==> src/rtl/mem_access_if.sv <==
// Data-bus bundle between the MEM stage (master) and memory (slave).
// Word-aligned req/ack handshake with byte enables.
interface mem_access_if;
    logic        req;
    logic        we;
    logic [31:0] addr;
    logic [31:0] wdata;
    logic [3:0]  be;
    logic        ack;
    logic [31:0] rdata;

    modport master (
        output req, we, addr, wdata, be,
        input  ack, rdata
    );

    modport slave (
        input  req, we, addr, wdata, be,
        output ack, rdata
    );
endinterface

==> src/rtl/mem_access.sv <==
// MEM pipeline stage: issues aligned load/store requests on the data bus, stalls until ack
// or timeout, and aligns/extends load data for writeback.
module mem_access #(
    parameter int unsigned ACK_TIMEOUT = 255
) (
    input  logic         clk,
    input  logic         rst,
    input  logic         ctrl_mem_MemRead_i,
    input  logic         ctrl_mem_MemWrite_i,
    input  logic [2:0]   ctrl_mem_funct3_i,
    input  logic         ctrl_wb_RegWrite_i,
    input  logic         ctrl_wb_Mem2Reg_i,
    input  logic [31:0]  alu_result_i,
    input  logic [31:0]  store_data_i,
    input  logic [4:0]   write_addr_i,
    output logic         ctrl_wb_RegWrite_o,
    output logic         ctrl_wb_Mem2Reg_o,
    output logic [31:0]  alu_result_o,
    output logic [4:0]   write_addr_o,
    output logic [31:0]  mem_read_data_o,
    output logic         stall_o,
    output logic         fault_o,
    output logic         bus_err_o,
    mem_access_if.master dbus
);
    typedef enum logic [1:0] {StIdle, StBusy, StDone} state_e;

    localparam logic [7:0] LastCnt = 8'(ACK_TIMEOUT - 1);

    state_e      state_q;
    logic [7:0]  cnt_q;
    logic        err_q;
    logic [31:0] result_q;
    logic        req_q;
    logic        we_q;
    logic [31:0] addr_q;
    logic [31:0] wdata_q;
    logic [3:0]  be_q;
    logic [2:0]  funct3_q;
    logic [1:0]  off_q;

    logic        acc;
    logic        we_d;
    logic        illegal;
    logic        misaligned;
    logic        fault;
    logic [3:0]  be_d;
    logic [31:0] wdata_d;
    logic [7:0]  byte_sel;
    logic [15:0] half_sel;
    logic [31:0] load_data;

    assign acc  = ctrl_mem_MemRead_i | ctrl_mem_MemWrite_i;
    // A simultaneous read and write is treated as a load.
    assign we_d = ctrl_mem_MemWrite_i & ~ctrl_mem_MemRead_i;

    assign illegal    = (ctrl_mem_funct3_i == 3'b011) | (ctrl_mem_funct3_i[2] & ctrl_mem_funct3_i[1]);
    assign misaligned = ((ctrl_mem_funct3_i[1:0] == 2'b01) & alu_result_i[0]) |
                        ((ctrl_mem_funct3_i[1:0] == 2'b10) & (alu_result_i[1:0] != 2'b00));
    assign fault      = illegal | misaligned;

    always_comb begin
        be_d    = 4'b1111;
        wdata_d = store_data_i;
        case (ctrl_mem_funct3_i[1:0])
            2'b00: begin
                be_d    = 4'b0001 << alu_result_i[1:0];
                wdata_d = {4{store_data_i[7:0]}};
            end
            2'b01: begin
                be_d    = 4'b0011 << alu_result_i[1:0];
                wdata_d = {2{store_data_i[15:0]}};
            end
            default: ;
        endcase
    end

    assign byte_sel = dbus.rdata[{off_q, 3'b000} +: 8];
    assign half_sel = dbus.rdata[{off_q[1], 4'b0000} +: 16];

    always_comb begin
        load_data = dbus.rdata;
        case (funct3_q[1:0])
            2'b00:   load_data = {{24{~funct3_q[2] & byte_sel[7]}}, byte_sel};
            2'b01:   load_data = {{16{~funct3_q[2] & half_sel[15]}}, half_sel};
            default: ;
        endcase
    end

    always_ff @(posedge clk or posedge rst) begin
        if (rst) begin
            state_q  <= StIdle;
            cnt_q    <= '0;
            err_q    <= 1'b0;
            result_q <= '0;
            req_q    <= 1'b0;
            we_q     <= 1'b0;
            addr_q   <= '0;
            wdata_q  <= '0;
            be_q     <= '0;
            funct3_q <= '0;
            off_q    <= '0;
        end else begin
            unique case (state_q)
                StIdle: begin
                    if (acc && !fault) begin
                        state_q  <= StBusy;
                        req_q    <= 1'b1;
                        we_q     <= we_d;
                        addr_q   <= {alu_result_i[31:2], 2'b00};
                        be_q     <= be_d;
                        wdata_q  <= wdata_d;
                        funct3_q <= ctrl_mem_funct3_i;
                        off_q    <= alu_result_i[1:0];
                        cnt_q    <= '0;
                    end
                end
                StBusy: begin
                    cnt_q <= cnt_q + 8'd1;
                    // Ack takes priority over a timeout landing in the same cycle.
                    if (dbus.ack) begin
                        result_q <= we_q ? 32'h0 : load_data;
                        err_q    <= 1'b0;
                        req_q    <= 1'b0;
                        state_q  <= StDone;
                    end else if (cnt_q == LastCnt) begin
                        result_q <= '0;
                        err_q    <= 1'b1;
                        req_q    <= 1'b0;
                        state_q  <= StDone;
                    end
                end
                StDone:  state_q <= StIdle;
                default: state_q <= StIdle;
            endcase
        end
    end

    assign stall_o   = (state_q == StBusy) | ((state_q == StIdle) & acc & ~fault);
    assign fault_o   = (state_q == StIdle) & acc & fault;
    assign bus_err_o = (state_q == StDone) & err_q;

    assign ctrl_wb_RegWrite_o = ctrl_wb_RegWrite_i & ~fault_o & ~bus_err_o;
    assign ctrl_wb_Mem2Reg_o  = ctrl_wb_Mem2Reg_i;
    assign alu_result_o       = alu_result_i;
    assign write_addr_o       = write_addr_i;
    assign mem_read_data_o    = result_q;

    assign dbus.req   = req_q;
    assign dbus.we    = we_q;
    assign dbus.addr  = addr_q;
    assign dbus.wdata = wdata_q;
    assign dbus.be    = be_q;
endmodule

==> src/flat_wrapper.sv <==
// flat-port wrapper written by rule: the top's interface ports become plain ports
module mem_access_flat 
#(
    parameter int unsigned ACK_TIMEOUT = 255
)
  (clk, rst, ctrl_mem_MemRead_i, ctrl_mem_MemWrite_i, ctrl_mem_funct3_i, ctrl_wb_RegWrite_i, ctrl_wb_Mem2Reg_i, alu_result_i, store_data_i, write_addr_i, ctrl_wb_RegWrite_o, ctrl_wb_Mem2Reg_o, alu_result_o, write_addr_o, mem_read_data_o, stall_o, fault_o, bus_err_o, dbus_req, dbus_we, dbus_addr, dbus_wdata, dbus_be, dbus_ack, dbus_rdata);
  mem_access_if dbus_i ();
  input  logic clk;
  input  logic rst;
  input  logic ctrl_mem_MemRead_i;
  input  logic ctrl_mem_MemWrite_i;
  input  logic [2:0] ctrl_mem_funct3_i;
  input  logic ctrl_wb_RegWrite_i;
  input  logic ctrl_wb_Mem2Reg_i;
  input  logic [31:0] alu_result_i;
  input  logic [31:0] store_data_i;
  input  logic [4:0] write_addr_i;
  output logic ctrl_wb_RegWrite_o;
  output logic ctrl_wb_Mem2Reg_o;
  output logic [31:0] alu_result_o;
  output logic [4:0] write_addr_o;
  output logic [31:0] mem_read_data_o;
  output logic stall_o;
  output logic fault_o;
  output logic bus_err_o;
  output wire logic [$bits(dbus_i.req)-1:0] dbus_req;
  output wire logic [$bits(dbus_i.we)-1:0] dbus_we;
  output wire logic [$bits(dbus_i.addr)-1:0] dbus_addr;
  output wire logic [$bits(dbus_i.wdata)-1:0] dbus_wdata;
  output wire logic [$bits(dbus_i.be)-1:0] dbus_be;
  input wire logic [$bits(dbus_i.ack)-1:0] dbus_ack;
  input wire logic [$bits(dbus_i.rdata)-1:0] dbus_rdata;
  assign dbus_req = dbus_i.req;
  assign dbus_we = dbus_i.we;
  assign dbus_addr = dbus_i.addr;
  assign dbus_wdata = dbus_i.wdata;
  assign dbus_be = dbus_i.be;
  assign dbus_i.ack = dbus_ack;
  assign dbus_i.rdata = dbus_rdata;
  mem_access #(.ACK_TIMEOUT(ACK_TIMEOUT)) u_core (.clk(clk), .rst(rst), .ctrl_mem_MemRead_i(ctrl_mem_MemRead_i), .ctrl_mem_MemWrite_i(ctrl_mem_MemWrite_i), .ctrl_mem_funct3_i(ctrl_mem_funct3_i), .ctrl_wb_RegWrite_i(ctrl_wb_RegWrite_i), .ctrl_wb_Mem2Reg_i(ctrl_wb_Mem2Reg_i), .alu_result_i(alu_result_i), .store_data_i(store_data_i), .write_addr_i(write_addr_i), .ctrl_wb_RegWrite_o(ctrl_wb_RegWrite_o), .ctrl_wb_Mem2Reg_o(ctrl_wb_Mem2Reg_o), .alu_result_o(alu_result_o), .write_addr_o(write_addr_o), .mem_read_data_o(mem_read_data_o), .stall_o(stall_o), .fault_o(fault_o), .bus_err_o(bus_err_o), .dbus(dbus_i));
endmodule
==> config.mk <==
export PLATFORM = sky130hd
export DESIGN_NAME = mem_access_flat
export DESIGN_NICKNAME = d
export VERILOG_FILES = /design/src/rtl/mem_access_if.sv /design/src/rtl/mem_access.sv /design/src/flat_wrapper.sv
export SDC_FILE = /design/constraint.sdc
export NUM_CORES = 1
export LEC_CHECK = 0
export CAP_MARGIN = 0
export CORE_MARGIN = 3
export CORE_UTILIZATION = 45
export DETAILED_ROUTE_END_ITERATION = 7
export PLACE_DENSITY_LB_ADDON = 0.08
export RECOVER_POWER = 100
export SLEW_MARGIN = 10
export SYNTH_ARGS = -nofsm -noshare
export SYNTH_HDL_FRONTEND = slang
export SYNTH_SLANG_ARGS = --single-unit
==> constraint.sdc <==
create_clock -name clk -period 9.73 [get_ports clk]
set_input_delay 0.973 -clock clk [delete_from_list [all_inputs] [get_ports clk]]
set_output_delay 0.973 -clock clk [all_outputs]
set_load 0.02 [all_outputs]
# [Word level (Yosys, flattened, before mapping)]
# Index checks and enable logic that the tools add are counted.
[classes] multipliers=0 bitwise=22 muxes=18 shifts=4 n_reduce_logical=13 eq_ne=9 n_lt_le_gt_ge=0 n_div=0 add_sub_neg=1
[ops] cell="one-hot mux 32 bit (2 select lines)" count=2
[ops] cell="2-to-1 mux 32 bit" count=3
[ops] cell="indexed part select 32 x 6 -> 16 bit" count=1
[ops] cell="indexed part select 32 x 6 -> 8 bit" count=1
[ops] cell="one-hot mux 8 bit (2 select lines)" count=1
[ops] cell="AND 1 bit" count=12
[ops] cell="adder 8 x 1 -> 8 bit (second input constant)" count=1
[ops] cell="== test 8 bit (second input constant)" count=1
[ops] cell="2-to-1 mux 8 bit" count=1
[ops] cell="one-hot mux 4 bit (2 select lines)" count=1
[ops] cell="AND reduction 2 bit" count=4
[ops] cell="== test 2 x 1 -> 1 bit (second input constant)" count=3
[ops] cell="logical NOT 2 bit" count=3
[ops] cell="2-to-1 mux 2 bit" count=3
[ops] cell="nonzero test 2 bit" count=3
[ops] cell="2-to-1 mux 1 bit" count=5
[ops] cell="inverter 1 bit" count=5
[ops] cell="OR 1 bit" count=5
[ops] cell="== test 2 bit (second input constant)" count=2
[ops] cell="one-hot mux 2 bit (2 select lines)" count=1
[ops] cell="left shift 1 x 2 -> 4 bit (first input constant)" count=1
[ops] cell="left shift 2 x 2 -> 4 bit (first input constant)" count=1
[ops] cell="== test 3 x 2 -> 1 bit (second input constant)" count=1
[ops] cell="inequality test 3 x 2 -> 1 bit (second input constant)" count=1
[ops] cell="5 further kinds" count=5
[totals] wordCells=78 latch_bits=0 output_inout_bits=144 rom_bits=0 mem_count=0 mem_bits_rw=0 regBits=116 in_bits=111

# [Longest topological paths before layout]
# Gate-level depths: netlist (run 1).
[depth] depth_word=8 depth_mapped=7 ltp_nobuf=6

# [Worst setup path after synthesis (run 1)]
# OpenSTA, ideal clock, no wires.
[synth_path] path_type="input to output" start="in ctrl_mem_funct3_i[2]" end="out ctrl_wb_RegWrite_o" t_arrival_ps=2123 cell_stages=4 t_required_ps=8757 setup_slack_ps=6634 path_buffers=0 cell_sequence="nor4_2 -> or2_2 -> nor2_1 -> nor3b_1"
[synth_via] elab_chain_cells=7 word_cells_on_any_way=8 cone_classes="eq/ne (1); bitwise (7)"
[synth_lines] item="start, declared" line_no="flat_wrapper.sv:12" text="input logic [2:0] ctrl_mem_funct3_i;"
[synth_lines] item="== test 3 x 2 -> 1 bit or AND 1 bit (tied branches)" line_no="mem_access.sv:57" text="assign illegal = (ctrl_mem_funct3_i == 3'b011) | (ctrl_mem_funct3_i[2] & ctrl_mem_funct3_i[1]);"
[synth_lines] item="OR 1 bit (*)" line_no="mem_access.sv:57"
[synth_lines] item="OR 1 bit (*)" line_no="mem_access.sv:60" text="assign fault = illegal | misaligned;"
[synth_lines] item="AND 1 bit (*)" line_no="mem_access.sv:140" text="assign fault_o = (state_q == StIdle) & acc & fault;"
[synth_lines] item="net fault_o" line_no="flat_wrapper.sv:24" text="output logic fault_o;"
[synth_lines] item="inverter 1 bit (*)" line_no="mem_access.sv:143" text="assign ctrl_wb_RegWrite_o = ctrl_wb_RegWrite_i & ~fault_o & ~bus_err_o;"
[synth_lines] item="AND 1 bit (*) (2 in a row)" line_no="mem_access.sv:143"
[synth_lines] item="end, declared" line_no="flat_wrapper.sv:18" text="output logic ctrl_wb_RegWrite_o;"
# Mark *: on every way through the listed nets, which the timed path passes. The rest lies on a longest branch.

# [Worst setup path after layout (run 1)]
[layout_path] start="in ctrl_mem_funct3_i[0]" end="reg u_core.wdata_q[22], in the netlist u_core.dbus.wdata[22]"
[layout_via] elab_chain_cells=7 word_cells_on_any_way=13 cone_classes="eq/ne (3); mux (1); bitwise (5); reduce/logical (4)"
[layout_lines] item="== test 2 x 1 -> 1 bit or == test 2 bit (tied branches)" line_no="mem_access.sv:58, mem_access.sv:65, mem_access.sv:59"
[layout_lines] item="AND 1 bit (on tied branches)" line_no="mem_access.sv:58, mem_access.sv:59"
[layout_lines] item="OR 1 bit" line_no="mem_access.sv:58" text="assign misaligned = ((ctrl_mem_funct3_i[1:0] == 2'b01) & alu_result_i[0]) |"
[layout_lines] item="OR 1 bit" line_no="mem_access.sv:60"
[layout_lines] item="logical NOT 1 bit" line_no="mem_access.sv:106" text="if (acc && !fault) begin"
[layout_lines] item="logical AND 1 bit" line_no="mem_access.sv:106"
[layout_lines] item="AND reduction 2 bit (no source line)"
[layout_lines] item="end signal, assigned" line_no="mem_access.sv:112" text="wdata_q <= wdata_d;"
[layout_lines] item="end, declared" line_no="mem_access.sv:37" text="logic [31:0] wdata_q;"
# Several ways; a longest one is shown, not always the timed one.
# A chain may end at the register's enable or synchronous reset.

==> flow_summary.json, run 1 <==
{
  "hold_path.class": "reg2reg",
  "synth.area.top_cells": "dfrtp_1 53%, mux2_2 9.4%, buf_4 5.7%",
  "cts_max_level": 4,
  "crit_slowest_cell": "clkbuf_1",
  "syn_to_final_growth_pct": 48.9,
  "synthTopCellsByCount": "116 x dfrtp_1, 57 x nand2_1, 46 x mux2_2",
  "rows": 39,
  "cts.clk_slew.worst_paths_ps": 50,
  "vias": 4498,
  "drtAntennaViolNets": 0,
  "io_pins": 255,
  "grtUsageTotal": 0.223,
  "cts_buffers": 17,
  "synth_seq_cells": 116,
  "crit_type": "in2reg",
  "timing.hold.ws_ps": 470,
  "synth-main-ff-cell": "dfrtp_1",
  "fmax_mhz": 163,
  "routed_wl_um": 15500,
  "cts_tree": "built",
  "min_period_ps": 6120,
  "timing.rr.start": "u_core.state_q[0]",
  "end_kind": "flip-flop",
  "ys_seq_area_frac": 0.526,
  "maxCapViolCount": 4,
  "period_share": 0.629,
  "cp.arrival_ps": 6200,
  "gr-total-overflow": 0,
  "synth-compound-area-share": 0.134,
  "status": "finished with violations",
  "dp_worst_setup_slack_ps": 5390,
  "total_power_mw": 2.19,
  "fp.dieArea_um2": 13600,
  "die_h_um": 117,
  "die_w_um": 117,
  "diodes": 0,
  "via_per_inst": 5.35,
  "setup_viol": 0,
  "synth_top_area_frac": 0.526,
  "place_hpwl_um": 11300,
  "relSlewSlack": -2.03,
  "grt_max_degree": 109,
  "grt_pass1_wl_um": 23500,
  "synth_cells": 494,
  "yosysWarnings": 0,
  "place_congestion": 0.829,
  "multi_input_area_um2": 2150,
  "antenna_found_initial": 0,
  "clkSinkCount": 116,
  "drtIter0Drc": 341,
  "power_leakage_nw": 3.64,
  "synth_edf_count": 0,
  "initial_core_util": 0.471,
  "drive_gt1_frac": 0.117,
  "fill_cells": 874,
  "tns_ps": 0,
  "startpoint_type": "input port",
  "cts_max_path_buffers": 2,
  "cp.required_ps": 9810,
  "cts-resized-gates": 0,
  "core_um2": 11700,
  "synth-simple-area-share": 0.0950,
  "first_global_vias": 4466,
  "p_per_area_nw_per_um2": 266,
  "worst_slack_ps": 3610,
  "synthArstFlopShare": 1.00,
  "syn_avg_cell_area_um2": 11.2,
  "syn_area_um2": 5520,
  "hp-start": "u_core.dbus.wdata[10]",
  "ctsRootBufferMaster": "clkbuf_16",
  "hold_viol_final": 0,
  "violations": "max-capacitance violations, max-slew violations",
  "synthMuxAreaShare": 0.153,
  "rsz0062_at_grt": "no",
  "final_util": 0.702,
  "path_max_fanout": 108,
  "postCtsHoldBufs": 0,
  "yosys.area.top_type": "dfrtp_1",
  "fin_nets": 801,
  "drt-pass1-iter-count": 4,
  "synth-xor-area-share": 0.00159,
  "crit_start": "ctrl_mem_funct3_i[0]",
  "seq_area_um2": 2900,
  "portBuffers": 240,
  "synth_top_family_by_area": "multiplexers",
  "max-vdd-ir-drop_mv": 0.136,
  "crit_path_cell_trace": "dlygate4sd3_1 > a21oi_1 > o221ai_4 > clkbuf_1 > o21ai_0",
  "cts_setup_buffers": 0,
  "drc": 0,
  "clock_latency_ps": 410,
  "ys_types": 47,
  "synth_adder_area_share": 0.00453,
  "finalMaxSlewViolations": 245,
  "wl_per_cell_um": 18.4,
  "skew_ps": 7.00,
  "post-synth-top-count-cell": "dfrtp_1",
  "tightest_slew_ps": 4550,
  "max_stage_delay_ps": 3180
}
-- area by class of cell --
type / instances / share of cell area
multi-input combinational: 301 / 0.261
clock buffer: 24 / 0.0623
clock inverter: 5 / 0.00305
inverter: 9 / 0.00426
tap: 143 / 0.0218
sequential: 116 / 0.353
timing repair buffer: 243 / 0.294
-- worst max-delay path, delay by kind of cell --
kind            cells  cell delay, ps
compound gates      3             960
buf+inv             2            4160
-- stage by stage --
step | area (um^2) | instances
after floorplan | 5520 | 495
after global placement | 7700 | 812
after detailed placement | 7700 | 812
after CTS | 8240 | 841
after global routing | 8220 | 841
final | 8220 | 841
-- worst paths after layout --
kind / endpoint / slack, ps / cells after the start
worst max-delay path: u_core.dbus.wdata[22] / 3610 / 5
worst min-delay path: u_core.dbus.wdata[10] / 470 / 2
worst max register to register: u_core.dbus.wdata[22] / 5020 / 4
worst min register to register: u_core.dbus.wdata[10] / 470 / 2
max in group asynchronous: u_core.dbus.wdata[13] / 3910 / 3
min in group asynchronous: u_core.dbus.addr[4] / 1570 / 2
-- registers in the layout, indices dropped and copies added (netlist names), 2 cells and up --
register                flops
u_core.dbus.addr           30
u_core.dbus.be              4
u_core.cnt_q                8
u_core.off_q                2
u_core.mem_read_data_o     32
u_core.funct3_q             3
u_core.dbus.wdata          32
u_core.state_q              2
-- power by group --
part	switching [mW]	total (mW)	internal (mW)
clock	0.199	0.558	0.358
combinational	0.452	0.863	0.411
sequential	0.112	0.765	0.653
-- metal layers --
| metal | routed length (um) | up-vias | global-route usage |
|---|---|---|---|
| li1 | - | 2122 | - |
| met1 | 6010 | 2139 | 0.281 |
| met2 | 7610 | 220 | 0.362 |
| met3 | 1660 | 17 | 0.0772 |
| met4 | 175 | 0 | 0.0688 |
| met5 | 0 | - | 0 |
-- kinds of logic after synthesis --
kind of cell | after synthesis
XOR/XNOR | 1
flip-flops | 116
other | 1
AO/OA/AOI/OAI | 107
buffers and inverters | 78
AND/OR/NAND/NOR | 112
adder cells (fa/ha/maj) | 2
multiplexers | 77
-- cell usage in the layout, fill, tap and decap left out, drive strengths merged, types with 2 or more instances in the layout --
cell type        n
a21oi           23
a221o           22
a31oi            4
a32o             8
clkbuf          26
clkdlybuf4s50  102
clkinv           5
conb             2
dfrtp          116
dlygate4sd3    138
ha               2
inv              8
mux2            49
mux2i           27
nand2           57
nand2b          11
nand3           12
nand4            2
nor2            16
nor2b            3
nor3             2
o21ai           42
or2              2
No activity file was read; power rests on OpenSTA's default activity.
==> run 2: changes to the inputs <==
Settings changed: CORE_UTILIZATION 45 to 42.
Clock period 9.73 ns to 6.33 ns, I/O delays scaled along.
==> run 2 against run 1 <==
  * The flow still finishes with violations (max-capacitance violations, max-slew violations)
  * Via count is 0.36% higher
  * Largest cell class unchanged
  * Flip-flop and latch count did not move
  * Non-clock buffer count stayed put
  * First-iteration DRC count is 7.9% lower
  * Sequential share of layout area is essentially flat
  * Hold slack improved by 2.0 ps
  * Register-to-register slack lost 1800 ps
  * Critical path depth is the same
==> flow_summary.json, run 2 (synthesized netlist as in run 1, its figures left out) <==
{
  "p_sw_mw": 1.18,
  "drc": 0,
  "cts_setup_buffers": 0,
  "routed_wl_um": 15400,
  "skew_ps": 7.18,
  "period_share": 0.679,
  "min_period_ps": 4300,
  "die_w_um": 121,
  "clockPowerShare": 0.254,
  "die_h_um": 121,
  "cts.clk_slew.worst_paths_ps": 50,
  "wl_per_cell_um": 17.7,
  "ctsRootBufferMaster": "clkbuf_16",
  "cts-resized-gates": 0,
  "setup_viol": 0,
  "path_max_fanout": 99,
  "violations": "max-capacitance violations, max-slew violations",
  "cp.arrival_ps": 4580,
  "grtUsageTotal": 0.217,
  "first_global_vias": 4533,
  "end_kind": "flip-flop",
  "initial_core_util": 0.434,
  "place_hpwl_um": 11500,
  "worst_slack_ps": 2030,
  "power_leakage_nw": 3.63,
  "finalMaxSlewViolations": 236,
  "cts_buffers": 17,
  "cp.required_ps": 6610,
  "portBuffers": 240,
  "cts_tree": "built",
  "grt_pass1_wl_um": 24400,
  "hold_viol_final": 0,
  "gr-total-overflow": 0,
  "seqPwrFrac": 0.353,
  "fmax_mhz": 233,
  "drt-pass1-iter-count": 4,
  "finalInstanceArea_um2": 8230,
  "postCtsHoldBufs": 0,
  "switching_share": 0.353,
  "max-vdd-ir-drop_mv": 0.169,
  "clock_latency_ps": 410,
  "crit_slowest_cell": "clkbuf_2",
  "relSlewSlack": -0.463,
  "antenna_found_initial": 0,
  "core_um2": 12700,
  "final_util": 0.647,
  "final_common_cell": "dlygate4sd3_1",
  "placed_cell_area_um2": 7740,
  "place_congestion": 0.849,
  "fp.dieArea_um2": 14600,
  "startpoint_type": "input port",
  "fill_cells": 1033,
  "clkSinkCount": 116,
  "grt_max_degree": 100,
  "vias": 4514,
  "p_per_area_nw_per_um2": 406,
  "maxCapViolCount": 4,
  "pwr-share-comb": 0.393,
  "status": "finished with violations",
  "drive_gt1_frac": 0.116,
  "max_stage_delay_ps": 1490,
  "rsz0062_at_grt": "no",
  "cts_max_path_buffers": 2,
  "timing.hold.ws_ps": 472,
  "syn_to_final_growth_pct": 49.0,
  "tightest_slew_ps": 2180,
  "crit_path_cell_trace": "dlygate4sd3_1 > a21oi_1 > o221ai_1 > clkbuf_2 > mux2_2",
  "drtAntennaViolNets": 0,
  "dp_worst_setup_slack_ps": 2680,
  "hold_path.class": "reg2reg",
  "power.internal_mw": 2.16,
  "fin_nets": 801,
  "io_pins": 255,
  "cts_max_level": 4,
  "rows": 41,
  "tns_ps": 0,
  "drtIter0Drc": 314,
  "final_cell_mix": "138 x dlygate4sd3_1, 116 x dfrtp_1, 102 x clkdlybuf4s50_1",
  "diodes": 0,
  "via_per_inst": 5.18,
  "crit_type": "in2reg"
}
-- run 2: cell types whose count changed in the layout (fill, tap and decap cells not counted), sizes merged --
cell    change
clkbuf      +2
-- run 2: final timing paths --
| kind | depth (start not counted) | startpoint | endpoint | slack (ps) |
|---|---|---|---|---|
| worst min-delay path | 2 | u_core.dbus.wdata[27] | u_core.dbus.wdata[27] | 470 |
| worst max register to register | 4 | u_core.state_q[0] | u_core.dbus.addr[20] | 3210 |
| worst min register to register | 2 | u_core.dbus.wdata[27] | u_core.dbus.wdata[27] | 470 |
| worst max-delay path | 5 | ctrl_mem_funct3_i[0] | u_core.dbus.addr[3] | 2030 |
| min in group asynchronous | 2 | rst | u_core.dbus.addr[12] | 1270 |
| max in group asynchronous | 3 | rst | u_core.dbus.wdata[22] | 2700 |
-- run 2: through the flow --
| step | instances | total power [mW] |
|---|---|---|
| after floorplan | 495 | 1.93 |
| after global placement | 841 | 2.59 |
| after detailed placement | 841 | 2.62 |
| after CTS | 872 | 3.48 |
| after global routing | 872 | 3.53 |
| final | 872 | 3.34 |
-- run 2: layout make-up --
class | count | area [um^2] | area share
Sequential cell | 116 | 2900 | 0.353
Timing Repair Buffer | 243 | 2420 | 0.294
Tap cell | 172 | 215 | 0.0262
Multi-Input combinational cell | 301 | 2130 | 0.259
Clock buffer | 26 | 499 | 0.0607
Clock inverter | 5 | 25.0 | 0.00304
Inverter | 9 | 35.0 | 0.00426
-- run 2: critical path: cells and delay by family --
family | cells | cell delay (ps)
AO/OA/AOI/OAI | 2 | 940
buffers and inverters | 2 | 2480
multiplexers | 1 | 460
-- run 2: routing by layer --
layer	wire length, um	track usage	part of all wire	up-vias
li1	-	-	-	2121
met3	1480	0.0893	0.096	22
met5	0	0	0	-
met4	248	0.0652	0.016	0
met1	6150	0.266	0.40	2171
met2	7560	0.351	0.49	200
-- run 2: power groups by stage --
stage                     clock network (mW)  logic, mW  registers (mW)
after floorplan                            0      0.488            1.44
after global placement                     0       1.40            1.19
after detailed placement                   0       1.42            1.20
after CTS                              0.865       1.42            1.19
after global routing                   0.899       1.41            1.22
final                                  0.848       1.31            1.18
==> run 3: changes to the inputs <==
Clock period 6.33 ns to 4.1 ns, I/O delays scaled along.
==> run 3 against run 2 <==
  * The flow still finishes with violations (max-capacitance violations, max-slew violations)
  * Critical endpoint is now ctrl_wb_RegWrite_o
  * Sequential power rose by 53%
  * Via count fell by 0.49%
  * Register-to-register slack got worse by 1500 ps
  * Largest cell class unchanged
  * Highest routed layer unchanged
  * Wire length rose by 2.4%
  * Clock-buffer cell count fell by 5
  * Combinational power rose by 56%
  * Design area rose by 1.1%
  * Sequential share of layout area fell by 0.38 points
  * Flip-flop and latch count did not move
  * Worst setup slack got worse by 1300 ps
  * Cell count rose by 0.34%
==> flow_summary.json, run 3 (synthesized netlist as in run 1, its figures left out) <==
{
  "fp.dieArea_um2": 14600,
  "final_util": 0.654,
  "grt_max_degree": 109,
  "cts.clk_slew.worst_paths_ps": 50,
  "crit_slowest_cell": "dlygate4sd3_1",
  "vias": 4492,
  "first_global_vias": 4599,
  "p_sw_mw": 1.85,
  "timing.hold.ws_ps": 465,
  "drc": 0,
  "diodes": 0,
  "wl_per_cell_um": 18.1,
  "crit_type": "in2out",
  "startpoint_type": "input port",
  "cts_buffers": 17,
  "clkSinkCount": 116,
  "cpLargestDelayFamily": "buffers and inverters",
  "tns_ps": 0,
  "die_w_um": 121,
  "rsz0062_at_grt": "no",
  "antenna_found_initial": 0,
  "skew_ps": 11.9,
  "hp-start": "u_core.dbus.wdata[27]",
  "status": "finished with violations",
  "drt-pass1-iter-count": 4,
  "cts_max_path_buffers": 2,
  "power_leakage_nw": 3.68,
  "seqPwrFrac": 0.345,
  "io_pins": 255,
  "min_period_ps": 3340,
  "switching_share": 0.353,
  "final_common_cell": "dlygate4sd3_1",
  "crit_top_cell": "dlygate4sd3_1",
  "finalMaxSlewViolations": 70,
  "crit_path_cell_trace": "dlygate4sd3_1 > buf_4 > nor4_1 > or2_2 > nor2_1 > nor3b_1 > dlygate4sd3_1",
  "fin_nets": 803,
  "max_stage_delay_ps": 700,
  "postCtsHoldBufs": 0,
  "hold_path.class": "reg2reg",
  "place_congestion": 0.843,
  "p_per_area_nw_per_um2": 631,
  "tightest_slew_ps": 2520,
  "drive_gt1_frac": 0.131,
  "routed_wl_um": 15800,
  "path_buf_inv": 3,
  "cts_tree": "built",
  "cp.required_ps": 3690,
  "place_hpwl_um": 11800,
  "grtUsageTotal": 0.222,
  "period_share": 0.815,
  "timing.rr.start": "u_core.state_q[0]",
  "gr-total-overflow": 0,
  "setup_viol": 0,
  "grt_pass1_wl_um": 25100,
  "drtIter0Drc": 266,
  "initial_core_util": 0.434,
  "final_cell_mix": "138 x dlygate4sd3_1, 116 x dfrtp_1, 102 x clkdlybuf4s50_1",
  "power.internal_mw": 3.40,
  "drtAntennaViolNets": 0,
  "via_per_inst": 5.13,
  "maxCapViolCount": 1,
  "cp.arrival_ps": 2930,
  "clock_latency_ps": 410,
  "max-vdd-ir-drop_mv": 0.297,
  "ctsRootBufferMaster": "clkbuf_16",
  "clockPowerShare": 0.264,
  "hold_viol_final": 0,
  "pwr-share-comb": 0.391,
  "core_um2": 12700,
  "rows": 41,
  "syn_to_final_growth_pct": 50.7,
  "portBuffers": 240,
  "violations": "max-capacitance violations, max-slew violations",
  "crit_start": "ctrl_mem_funct3_i[0]",
  "path_max_fanout": 13,
  "fmax_mhz": 299,
  "die_h_um": 121,
  "cts_setup_buffers": 0,
  "cts_max_level": 4,
  "relSlewSlack": -0.679,
  "cts-resized-gates": 0,
  "end_kind": "output port"
}
==> run 3: cell types whose count changed in the layout (fill, tap and decap cells not counted), sizes merged <==
cell | before | now
inv | 8 | 9
clkbuf | 28 | 23
buf | 1 | 3
clkinv | 5 | 9
bufinv | 0 | 1
==> run 3: worst paths after layout <==
| path | to | slack [ps] | cells after the start |
|---|---|---|---|
| max | ctrl_wb_RegWrite_o | 760 | 7 |
| min | u_core.dbus.wdata[27] | 470 | 2 |
| max reg2reg | u_core.mem_read_data_o[21] | 1740 | 3 |
| min reg2reg | u_core.dbus.wdata[27] | 470 | 2 |
| max in group asynchronous | u_core.dbus.addr[29] | 1060 | 3 |
| min in group asynchronous | u_core.dbus.addr[12] | 1320 | 2 |
==> run 3: tightest hold or removal path, cell delays in order, from the launching register on <==
cell	delay, ps
dfrtp_1	330
nand2_1	40
o21ai_0	50
==> run 3: power groups by stage <==
stage,logic [mW],clock network [mW],registers (mW)
after global routing,2.20,1.46,1.87
after global placement,2.17,0,1.83
after detailed placement,2.21,0,1.85
after CTS,2.22,1.41,1.83
after floorplan,0.753,0,2.22
final,2.05,1.39,1.81
==> run 3: final cells by class <==
type / instances / area [um^2]
Tap cell: 172 / 215
Multi-Input combinational cell: 301 / 2150
Inverter: 9 / 33.8
Sequential cell: 116 / 2900
Clock buffer: 21 / 480
Fill cell: 1065 / 4410
Clock inverter: 11 / 82.6
Timing Repair Buffer: 245 / 2450
==> run 3: metrics by stage <==
step	worst slack, ps	std cells	power (mW)	cell area (um^2)
floorplan	618	495	2.98	5520
global placement	1210	843	4.00	7770
detailed placement	1140	843	4.06	7770
CTS	1150	875	5.46	8330
global route	485	875	5.53	8320
finish	760	875	5.25	8320
==> run 3: layer usage <==
metal,track usage,share of wire,vias up
met5,0,0,-
met4,0.0765,0.015,0
met3,0.0907,0.092,16
met2,0.365,0.50,189
met1,0.265,0.40,2147
li1,-,-,2140
